--- src/rtl/fetch_queue_unit_pkg.sv ---
// Shared types and constants for the fetch queue unit.
// FETCH_COMPRESSED_EN enables 16-bit instruction support.
package fetch_queue_unit_pkg;

  typedef enum logic [0:0] {
    FQ_RUN       = 1'b0,
    FQ_WAIT_JALR = 1'b1
  } fq_state_e;

  localparam logic [6:0] OPC_JAL  = 7'b1101111;
  localparam logic [6:0] OPC_JALR = 7'b1100111;

  localparam logic [1:0] C_Q1     = 2'b01;
  localparam logic [1:0] C_Q2     = 2'b10;
  localparam logic [2:0] C_F3_JAL = 3'b001;
  localparam logic [2:0] C_F3_J   = 3'b101;
  localparam logic [2:0] C_F3_JR  = 3'b100;

  localparam int FQ_INST_W  = 32;
  localparam int FQ_LEN_W   = 1;
  localparam int FQ_TAKEN_W = 1;
  localparam int JIMM_W     = 21;
  localparam int CJIMM_W    = 12;

  function automatic logic [JIMM_W-1:0] j_imm(
    input logic [FQ_INST_W-1:0] i
  );
    return {i[31], i[19:12], i[20], i[30:21], 1'b0};
  endfunction

  function automatic logic [CJIMM_W-1:0] cj_imm(
    input logic [15:0] c
  );
    return {c[12], c[8], c[10:9], c[6], c[7],
            c[2], c[11], c[5:3], 1'b0};
  endfunction

endpackage

--- src/rtl/fetch_queue_unit_if.sv ---
// Fetch queue to decoder handshake bundle.
// master drives the head entry, slave returns out_ready.
interface fetch_queue_unit_if
  import fetch_queue_unit_pkg::*;
#(
  parameter int XLEN = 32
) ();

  logic                 out_valid;
  logic                 out_ready;
  logic [FQ_INST_W-1:0] out_inst;
  logic [XLEN-1:0]      out_pc;
  logic                 out_len;
  logic                 out_pred_taken;
  logic [XLEN-1:0]      out_pred_addr;

  modport master (
    output out_valid,
    output out_inst,
    output out_pc,
    output out_len,
    output out_pred_taken,
    output out_pred_addr,
    input  out_ready
  );

  modport slave (
    input  out_valid,
    input  out_inst,
    input  out_pc,
    input  out_len,
    input  out_pred_taken,
    input  out_pred_addr,
    output out_ready
  );

endinterface

--- src/rtl/fetch_queue_unit_predecode.sv ---
// Control-flow pre-decode: flags JAL/JALR and yields the JAL offset.
// FETCH_COMPRESSED_EN adds c.j/c.jal/c.jr/c.jalr recognition.
module fetch_predecode
  import fetch_queue_unit_pkg::*;
#(
  parameter int XLEN = 32
) (
  input  logic [FQ_INST_W-1:0] inst,
  input  logic                 inst_length,
  output logic                 is_jal,
  output logic                 is_jalr,
  output logic [XLEN-1:0]      jal_imm
);

  logic [JIMM_W-1:0] jimm;
  logic [XLEN-1:0]   jimm_x;

  assign jimm   = j_imm(inst);
  assign jimm_x = {{(XLEN-JIMM_W){jimm[JIMM_W-1]}}, jimm};

`ifdef FETCH_COMPRESSED_EN
  logic [CJIMM_W-1:0] cjimm;
  logic [XLEN-1:0]    cjimm_x;
  logic [1:0]         quad;
  logic [2:0]         f3;
  logic               c_j;
  logic               c_jr;

  assign cjimm   = cj_imm(inst[15:0]);
  assign cjimm_x = {{(XLEN-CJIMM_W){cjimm[CJIMM_W-1]}}, cjimm};
  assign quad    = inst[1:0];
  assign f3      = inst[15:13];

  assign c_j = !inst_length && quad == C_Q1 &&
               (f3 == C_F3_J || f3 == C_F3_JAL);

  // rs1 != 0 keeps c.ebreak and reserved encodings out
  assign c_jr = !inst_length && quad == C_Q2 &&
                f3 == C_F3_JR && inst[11:7] != 5'd0 &&
                inst[6:2] == 5'd0;

  assign is_jal  = (inst_length && inst[6:0] == OPC_JAL) || c_j;
  assign is_jalr = (inst_length && inst[6:0] == OPC_JALR) || c_jr;
  assign jal_imm = inst_length ? jimm_x : cjimm_x;
`else
  logic [5:0] unused_pd;

  assign unused_pd = {inst_length, inst[11:7]};
  assign is_jal    = inst[6:0] == OPC_JAL;
  assign is_jalr   = inst[6:0] == OPC_JALR;
  assign jal_imm   = jimm_x;
`endif

endmodule

--- src/rtl/fetch_queue_unit.sv ---
// Fetch stage: owns the PC, applies redirects, queues fetched words.
// FETCH_COMPRESSED_EN honours 16-bit instructions.
module fetch_queue_unit
  import fetch_queue_unit_pkg::*;
#(
  parameter int              XLEN     = 32,
  parameter int              DEPTH    = 4,
  parameter int              PTR_W    = $clog2(DEPTH),
  parameter logic [XLEN-1:0] RESET_PC = '0
) (
  input  logic                 clk_in,
  input  logic                 rst_in,
  input  logic                 rdy_in,
  output logic [XLEN-1:0]      fetch_addr,
  input  logic                 inst_available,
  input  logic [FQ_INST_W-1:0] inst,
  input  logic                 inst_length,
  input  logic                 branch,
  input  logic [XLEN-1:0]      branch_addr,
  input  logic                 jalr_compute,
  input  logic [XLEN-1:0]      jalr_addr,
  input  logic                 predict_fail,
  input  logic [XLEN-1:0]      fail_addr,
  fetch_queue_unit_if.master   dq,
  output logic [PTR_W:0]       count
);

  fq_state_e        state_q, state_d;
  logic [XLEN-1:0]  pc_q, pc_d;
  logic [PTR_W-1:0] head_q, head_d;
  logic [PTR_W-1:0] tail_q, tail_d;
  logic [PTR_W:0]   count_q, count_d;

  logic [FQ_INST_W-1:0]  inst_q [DEPTH];
  logic [XLEN-1:0]       epc_q  [DEPTH];
  logic [FQ_LEN_W-1:0]   len_q  [DEPTH];
  logic [FQ_TAKEN_W-1:0] tkn_q  [DEPTH];
  logic [XLEN-1:0]       nxt_q  [DEPTH];

  logic            is_jal, is_jalr;
  logic [XLEN-1:0] jal_imm;
  logic            len_eff;
  logic [XLEN-1:0] inc;
  logic            empty, full, pop, can_push;
  logic            go_jalr;
  logic            push_jalr, push_jal, push_br, push_seq;
  logic            push;
  logic            e_tkn;
  logic [XLEN-1:0] e_nxt;

  fetch_predecode #(
    .XLEN(XLEN)
  ) u_pd (
    .inst       (inst),
    .inst_length(inst_length),
    .is_jal     (is_jal),
    .is_jalr    (is_jalr),
    .jal_imm    (jal_imm)
  );

`ifdef FETCH_COMPRESSED_EN
  assign len_eff = inst_length;
`else
  assign len_eff = 1'b1;
`endif

  assign inc   = len_eff ? XLEN'(4) : XLEN'(2);
  assign empty = count_q == '0;
  assign full  = count_q == (PTR_W+1)'(DEPTH);
  assign pop   = !empty && dq.out_ready && !predict_fail;

  assign can_push = state_q == FQ_RUN && inst_available &&
                    (!full || pop) && !predict_fail;

  assign go_jalr = state_q == FQ_WAIT_JALR && jalr_compute &&
                   !predict_fail;

  // mutually exclusive so the decoder below stays unique
  assign push_jalr = can_push && is_jalr;
  assign push_jal  = can_push && is_jal;
  assign push_br   = can_push && !is_jal && !is_jalr && branch;
  assign push_seq  = can_push && !is_jal && !is_jalr && !branch;

  always_comb begin
    state_d = state_q;
    pc_d    = pc_q;
    push    = can_push;
    head_d  = pop  ? head_q + PTR_W'(1) : head_q;
    tail_d  = push ? tail_q + PTR_W'(1) : tail_q;
    count_d = count_q + (PTR_W+1)'(push) - (PTR_W+1)'(pop);
    e_tkn   = 1'b0;
    e_nxt   = pc_q + inc;
    unique case (1'b1)
      predict_fail: begin
        pc_d    = fail_addr;
        state_d = FQ_RUN;
        head_d  = '0;
        tail_d  = '0;
        count_d = '0;
      end
      go_jalr: begin
        pc_d    = jalr_addr;
        state_d = FQ_RUN;
      end
      push_jalr: begin
        state_d = FQ_WAIT_JALR;
        e_nxt   = '0;
      end
      push_jal: begin
        e_tkn = 1'b1;
        e_nxt = pc_q + jal_imm;
        pc_d  = e_nxt;
      end
      push_br: begin
        e_tkn = 1'b1;
        e_nxt = branch_addr;
        pc_d  = branch_addr;
      end
      push_seq: begin
        pc_d = e_nxt;
      end
      default: ;
    endcase
  end

  always_ff @(posedge clk_in) begin
    if (!rst_in) begin
      state_q <= FQ_RUN;
      pc_q    <= RESET_PC;
      head_q  <= '0;
      tail_q  <= '0;
      count_q <= '0;
    end else if (rdy_in) begin
      state_q <= state_d;
      pc_q    <= pc_d;
      head_q  <= head_d;
      tail_q  <= tail_d;
      count_q <= count_d;
    end
  end

  always_ff @(posedge clk_in) begin
    if (rst_in && rdy_in && push) begin
      inst_q[tail_q] <= inst;
      epc_q[tail_q]  <= pc_q;
      len_q[tail_q]  <= len_eff;
      tkn_q[tail_q]  <= e_tkn;
      nxt_q[tail_q]  <= e_nxt;
    end
  end

  // empty queue presents zeros so stale entries never leak out
  assign dq.out_valid      = !empty;
  assign dq.out_inst       = empty ? '0 : inst_q[head_q];
  assign dq.out_pc         = empty ? '0 : epc_q[head_q];
  assign dq.out_len        = empty ? 1'b0 : len_q[head_q];
  assign dq.out_pred_taken = empty ? 1'b0 : tkn_q[head_q];
  assign dq.out_pred_addr  = empty ? '0 : nxt_q[head_q];

  assign fetch_addr = pc_q;
  assign count      = count_q;

endmodule

--- src/flat_wrapper.sv ---
// flat-port wrapper written by rule: the top's interface ports become plain ports
module fetch_queue_unit_flat import fetch_queue_unit_pkg::*;
#(
  parameter int              XLEN     = 32,
  parameter int              DEPTH    = 4,
  parameter int              PTR_W    = $clog2(DEPTH),
  parameter logic [XLEN-1:0] RESET_PC = '0
)
  (clk_in, rst_in, rdy_in, fetch_addr, inst_available, inst, inst_length, branch, branch_addr, jalr_compute, jalr_addr, predict_fail, fail_addr, count, dq_out_valid, dq_out_inst, dq_out_pc, dq_out_len, dq_out_pred_taken, dq_out_pred_addr, dq_out_ready);
  fetch_queue_unit_if #(.XLEN(XLEN)) dq_i ();
  input  logic clk_in;
  input  logic rst_in;
  input  logic rdy_in;
  output logic [XLEN-1:0] fetch_addr;
  input  logic inst_available;
  input  logic [FQ_INST_W-1:0] inst;
  input  logic inst_length;
  input  logic branch;
  input  logic [XLEN-1:0] branch_addr;
  input  logic jalr_compute;
  input  logic [XLEN-1:0] jalr_addr;
  input  logic predict_fail;
  input  logic [XLEN-1:0] fail_addr;
  output logic [PTR_W:0] count;
  output wire logic [$bits(dq_i.out_valid)-1:0] dq_out_valid;
  output wire logic [$bits(dq_i.out_inst)-1:0] dq_out_inst;
  output wire logic [$bits(dq_i.out_pc)-1:0] dq_out_pc;
  output wire logic [$bits(dq_i.out_len)-1:0] dq_out_len;
  output wire logic [$bits(dq_i.out_pred_taken)-1:0] dq_out_pred_taken;
  output wire logic [$bits(dq_i.out_pred_addr)-1:0] dq_out_pred_addr;
  input wire logic [$bits(dq_i.out_ready)-1:0] dq_out_ready;
  assign dq_out_valid = dq_i.out_valid;
  assign dq_out_inst = dq_i.out_inst;
  assign dq_out_pc = dq_i.out_pc;
  assign dq_out_len = dq_i.out_len;
  assign dq_out_pred_taken = dq_i.out_pred_taken;
  assign dq_out_pred_addr = dq_i.out_pred_addr;
  assign dq_i.out_ready = dq_out_ready;
  fetch_queue_unit #(.XLEN(XLEN), .DEPTH(DEPTH), .PTR_W(PTR_W), .RESET_PC(RESET_PC)) u_core (.clk_in(clk_in), .rst_in(rst_in), .rdy_in(rdy_in), .fetch_addr(fetch_addr), .inst_available(inst_available), .inst(inst), .inst_length(inst_length), .branch(branch), .branch_addr(branch_addr), .jalr_compute(jalr_compute), .jalr_addr(jalr_addr), .predict_fail(predict_fail), .fail_addr(fail_addr), .dq(dq_i), .count(count));
endmodule
--- config.mk ---
export PLATFORM = sky130hd
export DESIGN_NAME = fetch_queue_unit_flat
export DESIGN_NICKNAME = d
export VERILOG_FILES = /design/src/rtl/fetch_queue_unit_pkg.sv /design/src/rtl/fetch_queue_unit_if.sv /design/src/rtl/fetch_queue_unit_predecode.sv /design/src/rtl/fetch_queue_unit.sv /design/src/flat_wrapper.sv
export SDC_FILE = /design/constraint.sdc
export NUM_CORES = 1
export LEC_CHECK = 0
export BUFFER_PORTS_ARGS = -buffer_cell sky130_fd_sc_hd__buf_2
export CORE_UTILIZATION = 58
export DETAILED_ROUTE_END_ITERATION = 8
export GPL_ROUTABILITY_DRIVEN = 1
export HOLD_SLACK_MARGIN = 0.05
export PLACE_DENSITY = 0.8
export RECOVER_POWER = 100
export SLEW_MARGIN = 20
export SYNTH_ARGS = -nofsm -noshare
export SYNTH_HDL_FRONTEND = slang
export SYNTH_HIERARCHICAL = 1
export SYNTH_SLANG_ARGS = --single-unit
--- constraint.sdc ---
create_clock -name clk_in -period 5 [get_ports clk_in]
set_input_delay 0 -clock clk_in [delete_from_list [all_inputs] [get_ports clk_in]]
set_output_delay 0 -clock clk_in [all_outputs]
set_load 0.005 [all_outputs]
# After elaboration in Yosys (flattened, before gate mapping)
# Memories as Yosys holds them, arrays and structs flattened. A register that Yosys moved wholly into a read port is not among the register bits.
# Index checks and enable logic that the tools add are counted.
[classes]
addsub = 6
mux = 24
bitwise = 1
n_reduce_logical = 33
eq_ne = 3
[ops]
columns = ["operator", "n"]
rows = [
  ["$pmux W32 S5", 1],
  ["$mux W32", 3],
  ["$pmux W32 S3", 1],
  ["$add A32 B3 Y32 const B", 1],
  ["$add A32 B32 Y32", 1],
  ["$mux W2", 12],
  ["$logic_and A1 B1 Y1", 15],
  ["$eq A7 B7 Y1 const B", 2],
  ["$reduce_and A2 Y1", 4],
  ["$logic_not A1 Y1", 6],
  ["$reduce_bool A2 Y1", 3],
  ["$mux W1", 5],
  ["$reduce_bool A5 Y1", 1],
  ["$add A2 B1 Y2 const B", 2],
  ["$reduce_or A2 Y1", 2],
  ["$add A3 B1 Y3", 1],
  ["$eq A3 B3 Y1 const B", 1],
  ["$logic_not A3 Y1", 1],
  ["$mux W3", 1],
  ["$sub A3 B1 Y3", 1],
  ["$pmux W1 S2", 1],
  ["$logic_or A1 B1 Y1", 1],
  ["$not A1 Y1", 1],
]
[word_totals]
mem_bits_rw = 388
output_inout_bits = 134
n_memories = 4
regBits = 40
[memory_table]
columns = ["memory", "words", "width", "read_ports", "rd_ports_with_merged_regs", "write_ports", "line", "source"]
rows = [
  ["u_core.epc_q", 4, 32, 1, 1, 1, "fetch_queue_unit.sv:35", "logic [XLEN-1:0] epc_q [DEPTH];"],
  ["u_core.inst_q", 4, 32, 1, 1, 1, "fetch_queue_unit.sv:34", "logic [FQ_INST_W-1:0] inst_q [DEPTH];"],
  ["u_core.nxt_q", 4, 32, 1, 1, 1, "fetch_queue_unit.sv:38", "logic [XLEN-1:0] nxt_q [DEPTH];"],
  ["u_core.tkn_q", 4, 1, 1, 1, 1, "fetch_queue_unit.sv:37", "logic [FQ_TAKEN_W-1:0] tkn_q [DEPTH];"],
]

# Depth between registers and ports, before layout
[depth]
word_depth = 12
mapped_depth = 13

# Hierarchy
# The synthesis kept the hierarchy.
[modules_own_cells]
columns = ["mod", "instances", "cells_each", "area_each_um2"]
rows = [
  ["fetch_queue_unit", 1, 1331, 19769.0],
  ["fetch_predecode", 1, 38, 290.3],
]

# Worst setup path before layout
# No wires, ideal clock.
[synth_timing]
path_type = "register -> register"
startpoint = "reg u_core.count_q[1] (netlist: u_core/count[1])"
endpoint = "mem u_core.epc_q[0][0], enable pin"
required_time_ns = 4.533
stages_incl_launch_ff = 7
synth_period_minus_slack_ns = 3.771
path_slack_ns = 1.229
arrival_time_ns = 3.304
path_cell_list = "dfxtp_1 > nor2_1 > nand2_1 > a21oi_1 > nor2_1 > and3_1 > and2_1"
[synth_between]
elab_chain_len = 10
elab_cells_between_ends = 12
classes_between = "eq/ne: 1; mux: 2; reduce/logical: 9"
[synth_rtl]
columns = ["element", "line", "source"]
rows = [
  ["start, declared", "fetch_queue_unit.sv:32", "logic [PTR_W:0] count_q, count_d;"],
  ["start signal, assigned", "fetch_queue_unit.sv:138", "count_q <= count_d;"],
  ["$logic_not A3 Y1", "fetch_queue_unit.sv:68", "assign empty = count_q == '0;"],
  ["$logic_not A1 Y1", "fetch_queue_unit.sv:70", "assign pop = !empty && dq.out_ready && !predict_fail;"],
  ["$logic_and A1 B1 Y1 (2 in a row)", "fetch_queue_unit.sv:70", ""],
  ["$logic_or A1 B1 Y1 (*)", "fetch_queue_unit.sv:73", "(!full || pop) && !predict_fail;"],
  ["$logic_and A1 B1 Y1 (*)", "fetch_queue_unit.sv:72", "assign can_push = state_q == FQ_RUN && inst_available &&"],
  ["$logic_and A1 B1 Y1 (*)", "fetch_queue_unit.sv:73", ""],
  ["$logic_and A1 B1 Y1 (*)", "fetch_queue_unit.sv:143", "if (rst_in && rdy_in && push) begin"],
  ["$mux W1 (*)", "fetch_queue_unit.sv:143", ""],
  ["$mux W1 (implied by the code) (*)", "fetch_queue_unit.sv:145", "epc_q[tail_q] <= pc_q;"],
  ["end, declared", "fetch_queue_unit.sv:35", ""],
]
# Mark *: on every way between the ends. The rest lies on a longest branch, timed or not.

# Worst setup path in the final report
[layout_timing]
startpoint = "reg u_core.count_q[1] (netlist: u_core/count[1])"
endpoint = "reg u_core.pc_q[1] (netlist: u_core/fetch_addr[1])"
[layout_between]
elab_chain_len = 12
elab_cells_between_ends = 17
classes_between = "eq/ne: 1; mux: 1; reduce/logical: 15"
[layout_rtl]
columns = ["element", "line", "source"]
rows = [
  ["$logic_not A3 Y1", "fetch_queue_unit.sv:68", ""],
  ["$logic_not A1 Y1", "fetch_queue_unit.sv:70", ""],
  ["$logic_and A1 B1 Y1 (2 in a row)", "fetch_queue_unit.sv:70", ""],
  ["$logic_or A1 B1 Y1 (*)", "fetch_queue_unit.sv:73", ""],
  ["$logic_and A1 B1 Y1 (*)", "fetch_queue_unit.sv:72", ""],
  ["$logic_and A1 B1 Y1 (*)", "fetch_queue_unit.sv:73", ""],
  ["$logic_and A1 B1 Y1 (2 in a row)", "fetch_queue_unit.sv:81, fetch_queue_unit.sv:82", ""],
  ["$logic_and A1 B1 Y1, on equally long branches", "fetch_queue_unit.sv:82, fetch_queue_unit.sv:81", ""],
  ["$reduce_bool A5 Y1 (no line)", "-", ""],
  ["$reduce_and A2 Y1 (no line)", "-", ""],
  ["end signal, assigned", "fetch_queue_unit.sv:135", "pc_q <= pc_d;"],
  ["end, declared", "fetch_queue_unit.sv:29", "logic [XLEN-1:0] pc_q, pc_d;"],
]
# Marks and branches as above.
# A chain may end at the register's enable or synchronous reset.

==> impl_metrics.toml <==
[outcome]
status = "finished, violations left"
violations = "capacitance limit, slew limit"

[cells_and_area]
layout-drive-gt1-share = 0.225
area_growth_pct = 20.4
fill_cells = 2191
fin_nets = 1902
layout_commonest_cell = "edfxtp_1"
final_util = 0.715
mostFrequentLayoutCells = "388 x edfxtp_1, 191 x buf_2, 128 x dlygate4sd3_1"

[floorplan]
die_area_um2 = 35300
floorplan.initialDensity = 0.594
die_h_um = 188
chipWidth_um = 188
coreArea_um2 = 33800
fp-row-count = 67
ios = 271

[sta]
relSlewSlack = -0.829
setup_violations = 0
skew_ns = 0.0222
tightest_slew_ns = 2.74
drv_slew = 296
max_freq_mhz = 229
period_share = 0.875
hold_violations = 0
rsz0062_at_grt = "false"
setup_tns_ns = 0
finalCriticalPeriod_ns = 4.37

[power_and_ir_drop]
p_sw_mw = 1.86
p_int_mw = 6.19
swShare = 0.231
seqPwrFrac = 0.504
leakage_nw = 8.66
max-vdd-ir-drop_uv = 283
combPwrFrac = 0.090
clkPwrFrac = 0.407
power_density_nw_per_um2 = 333

[drt]
routed_wl_mm = 53.9
drtIter0Drc = 1801
dr.pass1.iters = 8
avgViaCountPerCell = 6.26
vias = 13900
final_antenna_net_count = 0
wl_per_cell_um = 24.3
drc = 0

[setup_path]
crit_path_start = "u_core/count[1]"
end_kind = "register"
path_max_fanout = 36
cp.required_ns = 5.50
startpoint_type = "register"
cp_data_arrival_time_ns = 4.87
crit_type = "register to register"
rr_startpoint = "u_core/count[1]"

[grt]
grt_pass1_wl_mm = 80.4
antenna_found_initial = 6
grt.total_usage = 0.303
grt-ovfl-total = 0
grt_pass1_vias = 13600
grt_max_degree = 101

[synth]
synthArstFlopShare = 0
ys.flop_type = "edfxtp_1"
ys_seq_elements = 430
syn_area_um2 = 20100
synthCells = 1369
ys_seq_area_frac = 0.623
synth_top_area_share = 0.581
syn_area_per_cell_um2 = 14.7
yosysWarnings = 6
synth-edff-count = 388
synth_top_area_cell = "edfxtp_1"
syn-num-nets = 1546
ys_types = 76
synthTopCellsByArea = "edfxtp_1 58%, mux4_2 11%, dfxtp_1 4.2%"

[hold_path]
worstHoldPathType = "input port to register"
worstHoldStart = "inst_available"

[clocking]
clkTransAtPathRegs_ns = 0.06
cts_setup_buffers = 0
clockRootBuffer = "clkbuf_16"
cts.sinks = 430
cts_buffer_depth = 3
cts_made_buffers = 44
insertion_delay_ns = 0.56
cts_tree = "yes"
h-tree-depth = 2

[placement]
io_buffers = 269
place_congestion = 0.909
dp_hpwl_mm = 34.1

[flow_run]
max_cap_violations = 6
-- cell families (layout without fill, tap and decap cells) --
family | count (synthesis) | count (layout) | synth area share
other | 1 | 7 | 0.000187
buffers and inverters | 130 | 522 | 0.0339
and+or+nand+nor | 347 | 347 | 0.0929
DFF | 430 | 430 | 0.623
adders and majority gates | 40 | 40 | 0.0257
AOI/OAI and AO/OA | 266 | 266 | 0.0902
xor gates and xnor gates | 56 | 56 | 0.0245
muxes | 99 | 99 | 0.110
-- final cells by class --
type / instances / area (um2) / share of cell area
Sequential cell: 430 / 12500 / 0.518
Multi-Input combinational cell: 809 / 6880 / 0.285
Timing Repair Buffer: 420 / 2660 / 0.110
Clock buffer: 54 / 1180 / 0.0489
Tap cell: 448 / 561 / 0.0232
Clock inverter: 28 / 283 / 0.0117
Inverter: 20 / 75.1 / 0.00311
Antenna cell: 6 / 15.0 / 0.000622
-- power by group through the flow --
stage	logic, mW	clock network [mW]	registers (mW)
floorplan	0.406	0	4.10
global placement	0.611	0	4.12
detailed placement	0.622	0	4.13
CTS	0.714	3.31	4.05
global route	0.777	3.45	4.06
finish	0.724	3.27	4.05
-- path summary, 6_finish.rpt --
kind | cells after the start | slack (ns) | to
max | 12 | 0.63 | u_core/fetch_addr[1]
max reg2reg | 12 | 0.63 | u_core/fetch_addr[1]
min | 5 | 0.08 | u_core/tail_q[0]
min reg2reg | 2 | 0.52 | u_core/count[2]
-- state kept, by name (all words and copies together), names as in the netlist, named ones only --
| name | count |
|---|---|
| u_core/epc_q | 128 |
| u_core/fetch_addr | 32 |
| u_core/inst_q | 128 |
| u_core/count | 3 |
| u_core/nxt_q | 128 |
| u_core/head_q | 2 |
| u_core/tail_q | 2 |
| u_core/tkn_q | 4 |
| u_core/state_q | 1 |
-- critical path: stages (launching register included) --
cell and delay, ns:
dfxtp_1 0.46, nor2_1 0.07, nand2_1 0.10, o21a_2 0.21, inv_1 0.17, nor4b_4 0.23, clkbuf_1 1.37, nand2_1 0.14
o21ai_0 0.18, a221oi_1 0.07, dlygate4sd3_1 0.58, a21oi_1 0.16, dlygate4sd3_1 0.56
-- layer usage --
metal  global-route usage  share of wire  vias to the layer above
li1                     -              -                     6025
met1                0.418           0.39                     6810
met2                0.471           0.47                      857
met3               0.0477          0.090                      168
met4                0.159          0.051                        0
met5                    0              0                        -
-- metrics by stage --
stage | cells | hold slack [ns] | power (mW) | instance area, um2 | worst slack (ns)
after CTS | 2208 | 0.0549 | 8.07 | 24300 | 1.09
after global routing | 2214 | 0.102 | 8.29 | 24100 | 0.394
final | 2215 | 0.0830 | 8.05 | 24200 | 0.625
after detailed placement | 1998 | 0.226 | 4.75 | 21500 | 1.69
after global placement | 1998 | 0.212 | 4.73 | 21500 | 1.78
after floorplan | 1369 | 0.0989 | 4.50 | 20100 | 1.23
-- cell usage after synthesis (3+ instances only) --
cell / n
nor3_1: 12
nand2_1: 85
o31ai_1: 4
o21a_1: 7
a221oi_1: 14
mux4_2: 97
a222oi_1: 6
o21ai_0: 52
xor2_1: 25
buf_4: 37
o21bai_1: 6
clkbuf_1: 47
and4_1: 6
ha_1: 38
edfxtp_1: 388
nand3_1: 28
and2_1: 106
a21oi_1: 50
a211oi_1: 8
xnor2_1: 31
or3_1: 14
nand4_1: 6
buf_6: 3
nor2b_1: 12
and3_1: 8
nor2_1: 56
dfxtp_1: 42
buf_1: 7
a31oi_1: 21
a22oi_1: 20
o211ai_1: 22
buf_2: 12
inv_1: 19
a21o_1: 15
o21ai_1: 8
o22ai_1: 3
-- what timing repair did --
item | in CTS | in global routing
resized for setup | 0 | 0
hold endpoints to repair | 278 | 0
hold buffers | 128 | 0
Note: power is estimated with default switching activity, not from simulation.
